==> src/rtl/sos_cascade_sched_if.sv <==
// Sample stream bundle for the SOS cascade scheduler: input sample handshake
// and filtered output handshake.
interface sos_cascade_sched_if #(
    parameter int DW = 24
);
    logic          s_valid;
    logic          s_ready;
    logic [DW-1:0] s_data;
    logic          m_valid;
    logic          m_ready;
    logic [DW-1:0] m_data;

    modport master (output s_valid, s_data, m_ready, input s_ready, m_valid, m_data);
    modport slave  (input s_valid, s_data, m_ready, output s_ready, m_valid, m_data);
endinterface

==> src/rtl/sos_cascade_sched.sv <==
// Time-multiplexed biquad cascade scheduler with double-buffered coefficient bank.
// Optional engine-response timeout: define SOS_SCHED_TIMEOUT_EN.
module sos_cascade_sched #(
    parameter int NUM_SEC = 4,
    parameter int DW      = 24,
    parameter int TIMEOUT = 15
) (
    input  logic                clk,
    input  logic                rst,
    sos_cascade_sched_if.slave  strm,
    input  logic                cfg_we,
    input  logic [2:0]          cfg_sec,
    input  logic [2:0]          cfg_sel,
    input  logic [DW-1:0]       cfg_data,
    input  logic                cfg_commit,
    output logic                eng_valid_in,
    output logic [DW-1:0]       eng_data_in,
    output logic [2:0]          eng_sec,
    output logic [DW-1:0]       eng_b0,
    output logic [DW-1:0]       eng_b1,
    output logic [DW-1:0]       eng_b2,
    output logic [DW-1:0]       eng_a1,
    output logic [DW-1:0]       eng_a2,
    input  logic                eng_valid_out,
    input  logic [DW-1:0]       eng_data_out,
    output logic                busy,
    output logic                err,
    input  logic                err_clr
);
    typedef enum logic [1:0] {IDLE, ISSUE, WAIT, OUT} state_t;

    localparam logic [DW-1:0]        ONE  = DW'(1) << (DW - 2);
    localparam logic [4:0][DW-1:0]   PASS = {{(4 * DW){1'b0}}, ONE};

    state_t        state_reg, state_next;
    logic [2:0]    idx_reg, idx_next;
    logic [DW-1:0] sample_reg, sample_next;
    logic          pending_reg;
    logic          copy;

    // Padded to 8 sections so the 3-bit section index always addresses a full bank.
    logic [7:0][4:0][DW-1:0] act_bank;

    genvar gi;
    generate
        for (gi = 0; gi < 8; gi++) begin : g_sec
            if (gi < NUM_SEC) begin : g_live
                logic [4:0][DW-1:0] shadow_reg;
                logic [4:0][DW-1:0] active_reg;

                always_ff @(posedge clk) begin
                    if (rst) begin
                        shadow_reg <= PASS;
                        active_reg <= PASS;
                    end else begin
                        if (copy)
                            active_reg <= shadow_reg;
                        if (cfg_we && cfg_sec == 3'(gi) && cfg_sel <= 3'd4)
                            shadow_reg[cfg_sel] <= cfg_data;
                    end
                end
                assign act_bank[gi] = active_reg;
            end else begin : g_unused
                assign act_bank[gi] = PASS;
            end
        end
    endgenerate

`ifdef SOS_SCHED_TIMEOUT_EN
    localparam int CW = $clog2(TIMEOUT + 1);
    logic [CW-1:0] cnt_reg, cnt_next;
    logic          timeout;
    logic          err_reg;

    always_ff @(posedge clk) begin
        if (rst) begin
            cnt_reg <= '0;
            err_reg <= 1'b0;
        end else begin
            cnt_reg <= cnt_next;
            // A timeout wins over a simultaneous clear.
            if (timeout)
                err_reg <= 1'b1;
            else if (err_clr)
                err_reg <= 1'b0;
        end
    end
    assign err = err_reg;
`else
    logic [31:0] unused_timeout;
    assign unused_timeout = 32'(TIMEOUT) ^ {31'b0, err_clr};
    assign err = 1'b0;
`endif

    always_ff @(posedge clk) begin
        if (rst) begin
            state_reg   <= IDLE;
            idx_reg     <= 3'd0;
            sample_reg  <= '0;
            pending_reg <= 1'b0;
        end else begin
            state_reg  <= state_next;
            idx_reg    <= idx_next;
            sample_reg <= sample_next;
            if (cfg_commit)
                pending_reg <= 1'b1;
            else if (copy)
                pending_reg <= 1'b0;
        end
    end

    always_comb begin
        state_next  = state_reg;
        idx_next    = idx_reg;
        sample_next = sample_reg;
        copy        = 1'b0;
`ifdef SOS_SCHED_TIMEOUT_EN
        cnt_next    = cnt_reg;
        timeout     = 1'b0;
`endif
        case (state_reg)
            IDLE: begin
                if (pending_reg) begin
                    copy = 1'b1;
                end else if (strm.s_valid) begin
                    sample_next = strm.s_data;
                    idx_next    = 3'd0;
                    state_next  = ISSUE;
                end
            end
            ISSUE: begin
                state_next = WAIT;
`ifdef SOS_SCHED_TIMEOUT_EN
                cnt_next   = '0;
`endif
            end
            WAIT: begin
                if (eng_valid_out) begin
                    sample_next = eng_data_out;
                    if (idx_reg == 3'(NUM_SEC - 1)) begin
                        state_next = OUT;
                    end else begin
                        idx_next   = idx_reg + 3'd1;
                        state_next = ISSUE;
                    end
                end else begin
`ifdef SOS_SCHED_TIMEOUT_EN
                    if (cnt_reg == CW'(TIMEOUT - 1)) begin
                        timeout    = 1'b1;
                        state_next = IDLE;
                    end else begin
                        cnt_next = cnt_reg + 1'b1;
                    end
`endif
                end
            end
            OUT: begin
                if (strm.m_ready)
                    state_next = IDLE;
            end
            default: state_next = IDLE;
        endcase
    end

    assign strm.s_ready = (state_reg == IDLE) && !pending_reg;
    assign strm.m_valid = (state_reg == OUT);
    assign strm.m_data  = sample_reg;
    assign eng_valid_in = (state_reg == ISSUE);
    assign eng_data_in  = sample_reg;
    assign eng_sec      = idx_reg;
    assign eng_b0       = act_bank[idx_reg][0];
    assign eng_b1       = act_bank[idx_reg][1];
    assign eng_b2       = act_bank[idx_reg][2];
    assign eng_a1       = act_bank[idx_reg][3];
    assign eng_a2       = act_bank[idx_reg][4];
    assign busy         = (state_reg != IDLE);
endmodule

==> src/flat_wrapper.sv <==
// flat-port wrapper written by rule: the top's interface ports become plain ports
module sos_cascade_sched_flat 
#(
    parameter int NUM_SEC = 4,
    parameter int DW      = 24,
    parameter int TIMEOUT = 15
)
  (clk, rst, cfg_we, cfg_sec, cfg_sel, cfg_data, cfg_commit, eng_valid_in, eng_data_in, eng_sec, eng_b0, eng_b1, eng_b2, eng_a1, eng_a2, eng_valid_out, eng_data_out, busy, err, err_clr, strm_s_valid, strm_s_data, strm_m_ready, strm_s_ready, strm_m_valid, strm_m_data);
  sos_cascade_sched_if #(.DW(DW)) strm_i ();
  input  logic clk;
  input  logic rst;
  input  logic cfg_we;
  input  logic [2:0] cfg_sec;
  input  logic [2:0] cfg_sel;
  input  logic [DW-1:0] cfg_data;
  input  logic cfg_commit;
  output logic eng_valid_in;
  output logic [DW-1:0] eng_data_in;
  output logic [2:0] eng_sec;
  output logic [DW-1:0] eng_b0;
  output logic [DW-1:0] eng_b1;
  output logic [DW-1:0] eng_b2;
  output logic [DW-1:0] eng_a1;
  output logic [DW-1:0] eng_a2;
  input  logic eng_valid_out;
  input  logic [DW-1:0] eng_data_out;
  output logic busy;
  output logic err;
  input  logic err_clr;
  input wire logic [$bits(strm_i.s_valid)-1:0] strm_s_valid;
  input wire logic [$bits(strm_i.s_data)-1:0] strm_s_data;
  input wire logic [$bits(strm_i.m_ready)-1:0] strm_m_ready;
  output wire logic [$bits(strm_i.s_ready)-1:0] strm_s_ready;
  output wire logic [$bits(strm_i.m_valid)-1:0] strm_m_valid;
  output wire logic [$bits(strm_i.m_data)-1:0] strm_m_data;
  assign strm_i.s_valid = strm_s_valid;
  assign strm_i.s_data = strm_s_data;
  assign strm_i.m_ready = strm_m_ready;
  assign strm_s_ready = strm_i.s_ready;
  assign strm_m_valid = strm_i.m_valid;
  assign strm_m_data = strm_i.m_data;
  sos_cascade_sched #(.NUM_SEC(NUM_SEC), .DW(DW), .TIMEOUT(TIMEOUT)) u_core (.clk(clk), .rst(rst), .strm(strm_i), .cfg_we(cfg_we), .cfg_sec(cfg_sec), .cfg_sel(cfg_sel), .cfg_data(cfg_data), .cfg_commit(cfg_commit), .eng_valid_in(eng_valid_in), .eng_data_in(eng_data_in), .eng_sec(eng_sec), .eng_b0(eng_b0), .eng_b1(eng_b1), .eng_b2(eng_b2), .eng_a1(eng_a1), .eng_a2(eng_a2), .eng_valid_out(eng_valid_out), .eng_data_out(eng_data_out), .busy(busy), .err(err), .err_clr(err_clr));
endmodule
==> config.mk <==
export PLATFORM = sky130hd
export DESIGN_NAME = sos_cascade_sched_flat
export DESIGN_NICKNAME = d
export VERILOG_FILES = /design/src/rtl/sos_cascade_sched_if.sv /design/src/rtl/sos_cascade_sched.sv /design/src/flat_wrapper.sv
export SDC_FILE = /design/constraint.sdc
export NUM_CORES = 2
export LEC_CHECK = 0
export BUFFER_PORTS_ARGS = -buffer_cell sky130_fd_sc_hd__clkbuf_2
export CAP_MARGIN = 20
export CORE_MARGIN = 2
export CORE_UTILIZATION = 65
export DETAILED_ROUTE_END_ITERATION = 8
export PLACE_DENSITY = 0.95
export SLEW_MARGIN = 20
export SYNTH_ARGS = -nofsm -noshare
export SYNTH_HDL_FRONTEND = slang
export SYNTH_SLANG_ARGS = --single-unit
==> constraint.sdc <==
create_clock -name clk -period 3.2 [get_ports clk]
set_input_delay 0.16 -clock clk [delete_from_list [all_inputs] [get_ports clk]]
set_output_delay 0.16 -clock clk [all_outputs]
set_load 0.1 [all_outputs]
# Word level (Yosys, flattened, before mapping)
# Cells that the tools add are included.
# totals
regBits	990
mem_bits_ro	0
latchBits	0
inputBits	86
word_cells	107
ram_bits	0
output_inout_bits	176
mem_count	0
# op_classes
reduce_logical	19
bitwise_logic	0
n_shift	0
order_cmp	4
mul	0
muxes	27
div	0
n_addsub	1
eq_ne	12
# ops
operator	n
bitwise mux 120 bit	4
binary-select mux 120 bit (select 3 bit)	1
2-to-1 mux 120 bit	1
2-to-1 mux 24 bit	4
demux 24 bit (select 3 bit)	1
case mux 24 bit (2 select lines)	1
2-to-1 mux 3 bit	4
logical AND 1 bit	10
2-to-1 mux 2 bit	5
!= test 2 bit (second input constant)	5
equality test 3 x 2 -> 1 bit (second input constant)	3
less-than comparator 3 x 4 -> 1 bit (second input constant)	2
case mux 2 bit (4 select lines)	1
AND reduction 4 bit	2
case mux 3 bit (2 select lines)	1
nonzero test 2 bit	3
AND reduction 5 bit	1
equality test 2 bit (second input constant)	2
2-to-1 mux 1 bit	4
adder 3 x 1 -> 3 bit (second input constant)	1
equality test 3 x 1 -> 1 bit (second input constant)	1
>= comparator 3 x 1 -> 1 bit (second input constant)	1
<= comparator 3 bit (second input constant)	1
zero test 3 bit	1
3 further kinds	3

# Longest topological paths before layout
# depth
depth_word	5
depth_mapped	8

# Worst setup path before layout
# Ideal clock, no wire load.
# synth_path
path_kind	register -> output
start	reg u_core.idx_reg[1] (netlist: u_core.eng_sec[1])
end	out eng_a1[10]
path_buffers	4
t_arrival_ns	2.745
stages_incl_launch_ff	7
required_time_ns	3.040
setup_slack_ns	0.295
cell_sequence	dfxtp_1 > clkbuf_1 > buf_4 > buf_2 > buf_2 > mux4_2 > and2_1
# synth_between
elab_chain_len	2
# synth_rtl
element	line	rtl
start, declared	sos_cascade_sched.sv:36	logic [2:0] idx_reg, idx_next;
start signal, assigned	sos_cascade_sched.sv:103	idx_reg <= idx_next;
binary-select mux 120 bit (select 3 bit)	sos_cascade_sched.sv:174	assign eng_a1 = act_bank[idx_reg][3];
2-to-1 mux 120 bit	--	
end, declared	flat_wrapper.sv:23	output logic [DW-1:0] eng_a1;
# No other way between the ends. The select of a mux whose other input is x is not followed.

# Worst setup path in the final report
# layout_path
start	reg u_core.idx_reg[0] (netlist: u_core.eng_sec[0])
end	out eng_a2[7]
# layout_between
elab_chain_len	2
# layout_rtl
element	line	rtl
binary-select mux 120 bit (select 3 bit)	sos_cascade_sched.sv:175	assign eng_a2 = act_bank[idx_reg][4];
2-to-1 mux 120 bit	--	
end, declared	flat_wrapper.sv:24	output logic [DW-1:0] eng_a2;
# No other way between the ends. The select of a mux whose other input is x is not followed.

==> parameters.txt <==
Parameter                              Value

Die
  Area of the core region    60580 um^2
  Die footprint    approximately 64000 um^2
  Effective utilization at floorplan    0.6603
  Die boundary height    approximately 250 um
  Number of core rows    90
  Ports    262
  Horizontal extent of the die    252.1 um

Status
  Result of the run    completed

Clock network
  TritonCTS clock tree    built
  Post-CTS Resized    0
  Clock latency at the later pin of the worst-skew pair    about 0.65 ns
  H-tree levels    3
  Clock-pin slew on the worst setup and hold paths    0.07 ns
  Setup fix buffers added after clock tree synthesis    0
  Clock sink total    990
  Clk buf depth    3
  Clock root buffer    clkbuf_16
  Number of buffers created by CTS    91

GRT
  First-pass GRT wire length    180.1 mm
  Vias in the first global route    33040
  Maximum number of pins on one net before global-route repair    165
  Total GRT Usage    0.3607
  Grt total ovfl    0
  Number of antenna violations at the first check in global routing    4

Detailed routing
  Average detailed-routed wire length per instance    between 20 and 25 um
  Total number of vias    32800
  DRC    0
  ANT nets after route    0
  Iteration-0 DRC Markers    4306
  Post-DR vias/cell    6.346
  1st-pass router iterations    8
  Total length of routed wires    117.1 mm

Logic synthesis
  Share of flip-flops with an asynchronous set or reset    0
  Mean instance size in the synthesized netlist    9.497 um^2
  Net count after synthesis    4300
  Top flip-flop cell by instance count after synthesis    dfxtp_1
  Dominant cells by area after synthesis    dfxtp_1, mux2i_1, nand2_1
  Number of flops mapped to enable cells by yosys    0
  Number of synthesized register bits    990
  Count of yosys warnings during synthesis    0
  Netlist area before placement    40000 um^2
  Cell accounting for the most synthesized area    dfxtp_1
  Share of the synthesized area in the top cell type    0.4954
  Number of standard cells after synthesis    4212
  Number of library cell types mapped by synthesis    38
  Sequential share of the synthesized area    0.4954

Critical path
  Worst setup SP type    flip-flop
  Critical R2R Capture    u_core.act_bank[357]
  Depth of the worst register-to-register path    5
  FF-to-FF setup slack    about 0.21 ns
  CP Capture Type    output pin
  Data required time at the worst endpoint    3.04 ns
  Launch point of the worst reg-to-reg path    u_core.state_reg[0]
  Maximum net fanout on the critical path    24
  Critical setup path kind    reg -> out
  Worst path arrival time    2.87 ns

Power
  Worst supply voltage drop on vdd    0.0004286 V
  Internal cell power    19350 uW
  Power dissipated by switching net loads    between 6000 and 7000 uW
  Net switching fraction of the power    0.2490
  Share of total power in combinational logic    0.076
  Sequential share of power    0.484
  Total power density per cell area    ~570 nW/um^2
  Portion of total power attributed to the clock network    0.440
  Pleak    0.01885 uW
  Overall power of the completed layout    ~26000 uW

Hold path
  Hold Crit Class    in -> reg
  Hold path depth    4
  Sink of the worst hold path    u_core.g_sec[1].g_live.shadow_reg[41]
  Startpoint of the most critical hold path    cfg_data[17]

Cells and area
  Sequential Area    19830 um^2
  Most frequent standard cell in the layout excluding fill and tap cells    dfxtp_1
  Fill cell instance count of the final layout    3448
  Fraction of layout instances using a drive strength above 1    0.1451
  Total area of multi-input combinational cells    18410 um^2
  Net count, final    approximately 4400
  Layout Utilization    0.7444
  Post-synthesis to final-layout area growth    12.74%
  Most frequent cells in the layout    dfxtp_1, nand2_1, a21oi_1

STA
  Tightest slew margin relative to the limit    0.3215
  Final hold violation count    0
  Actual transition at the worst max-transition pin    1.018 ns
  Final worst path period share    0.9481
  Final sum of negative setup slack    0 ns
  Max Slew Vio Count    0
  Finish-stage setup viols    0
  RSZ-0062 raised after global routing    no
  Upper clock frequency limit    ~330 MHz
  Post-layout minimum cycle time    between 3 and 4 ns
  Max Clock Skew    0.02092 ns

Placement
  Port-buffer cells    259
  Routability congestion estimate    0.8446
  DP HPWL    roughly 58 mm

Flow run
  Number of max-cap violations    0
==> area by class of cell <==
class,count,share of cell area
clock inverter,36,0.009544
sequential,990,0.4396
clock buffer,127,0.05868
antenna,3,0.0001665
inverter,3,0.0002774
tap,782,0.02170
multi-input combinational,2824,0.4082
timing repair buffer,403,0.06181
==> cell usage after synthesis (3+ instances only) <==
cell / instances
and2_1: 120
mux4_2: 120
nor3b_2: 4
nand2_2: 5
nand3b_1: 4
o21ai_0: 24
clkbuf_1: 236
buf_2: 113
nor4bb_1: 3
nor3_1: 24
nor2_1: 10
a21oi_1: 505
dfxtp_1: 990
nand3_1: 3
nand2_1: 977
a211oi_1: 24
mux2i_1: 480
nand2b_1: 503
buf_1: 5
buf_4: 40
==> worst max path at each step <==
stage	slack [ns]	endpoint	from
3_3_place_gp	0.84	u_core.eng_sec[0]	u_core.eng_sec[2]
2_1_floorplan	0.30	eng_a1[10]	u_core.eng_sec[1]
4_1_cts	0.17	eng_a2[7]	u_core.eng_sec[0]
6_report	0.17	eng_a2[7]	u_core.eng_sec[0]
3_5_place_dp	0.79	u_core.eng_sec[0]	u_core.eng_sec[2]
5_1_grt	0.13	eng_a2[7]	u_core.eng_sec[0]
==> worst max-delay path: stages (launching register included) <==
cell	delay [ns]
dfxtp_4	0.72
buf_4	0.36
mux4_2	0.58
and2_1	0.18
clkbuf_2	0.36
==> metrics by stage <==
stage	setup WS [ns]	instance area, um^2	hold WS [ns]	cells
6_report	0.1661	45100	0.06598	5168
5_1_grt	0.1293	45090	0.06889	5166
4_1_cts	0.1689	45090	0.03540	5165
3_5_place_dp	0.7943	41460	0.3722	4947
3_3_place_gp	0.8404	41460	0.3679	4947
2_1_floorplan	0.2951	40000	0.2774	4212
==> kinds of logic (layout without fill, tap and decap cells) <==
| logic type | Yosys count | in the layout | synth area share |
|---|---|---|---|
| flops | 990 | 990 | 0.4954 |
| mux | 600 | 600 | 0.1877 |
| simple gates | 1665 | 1665 | 0.2001 |
| compound gates | 556 | 556 | 0.07122 |
| buf+inv | 398 | 569 | 0.04482 |
| other cells | 1 | 4 | 0.00009374 |
| fa+ha+maj | 2 | 2 | 0.0006254 |
==> power groups by stage <==
stage                     logic, uW  registers, uW  clock network [uW]
after floorplan                1160          13000                   0
after global placement         1760          12700                   0
after detailed placement       1780          12700                   0
after CTS                      1870          12500               11300
after global routing           2000          12500               11800
final                          1950          12500               11300
==> per-layer routing <==
metal / global-route usage / wire length, um
met5: 0 / 42
met4: 0.2620 / 8698
met3: 0.08130 / 11160
met2: 0.5872 / 55320
met1: 0.4206 / 41850
==> timing repair <==
action / CTS / global route
hold endpoints to repair: 46 / 0
hold buffers: 55 / 0
endpoints found under the setup margin: 0 / 0
No activity file was read; power rests on OpenSTA's default activity.
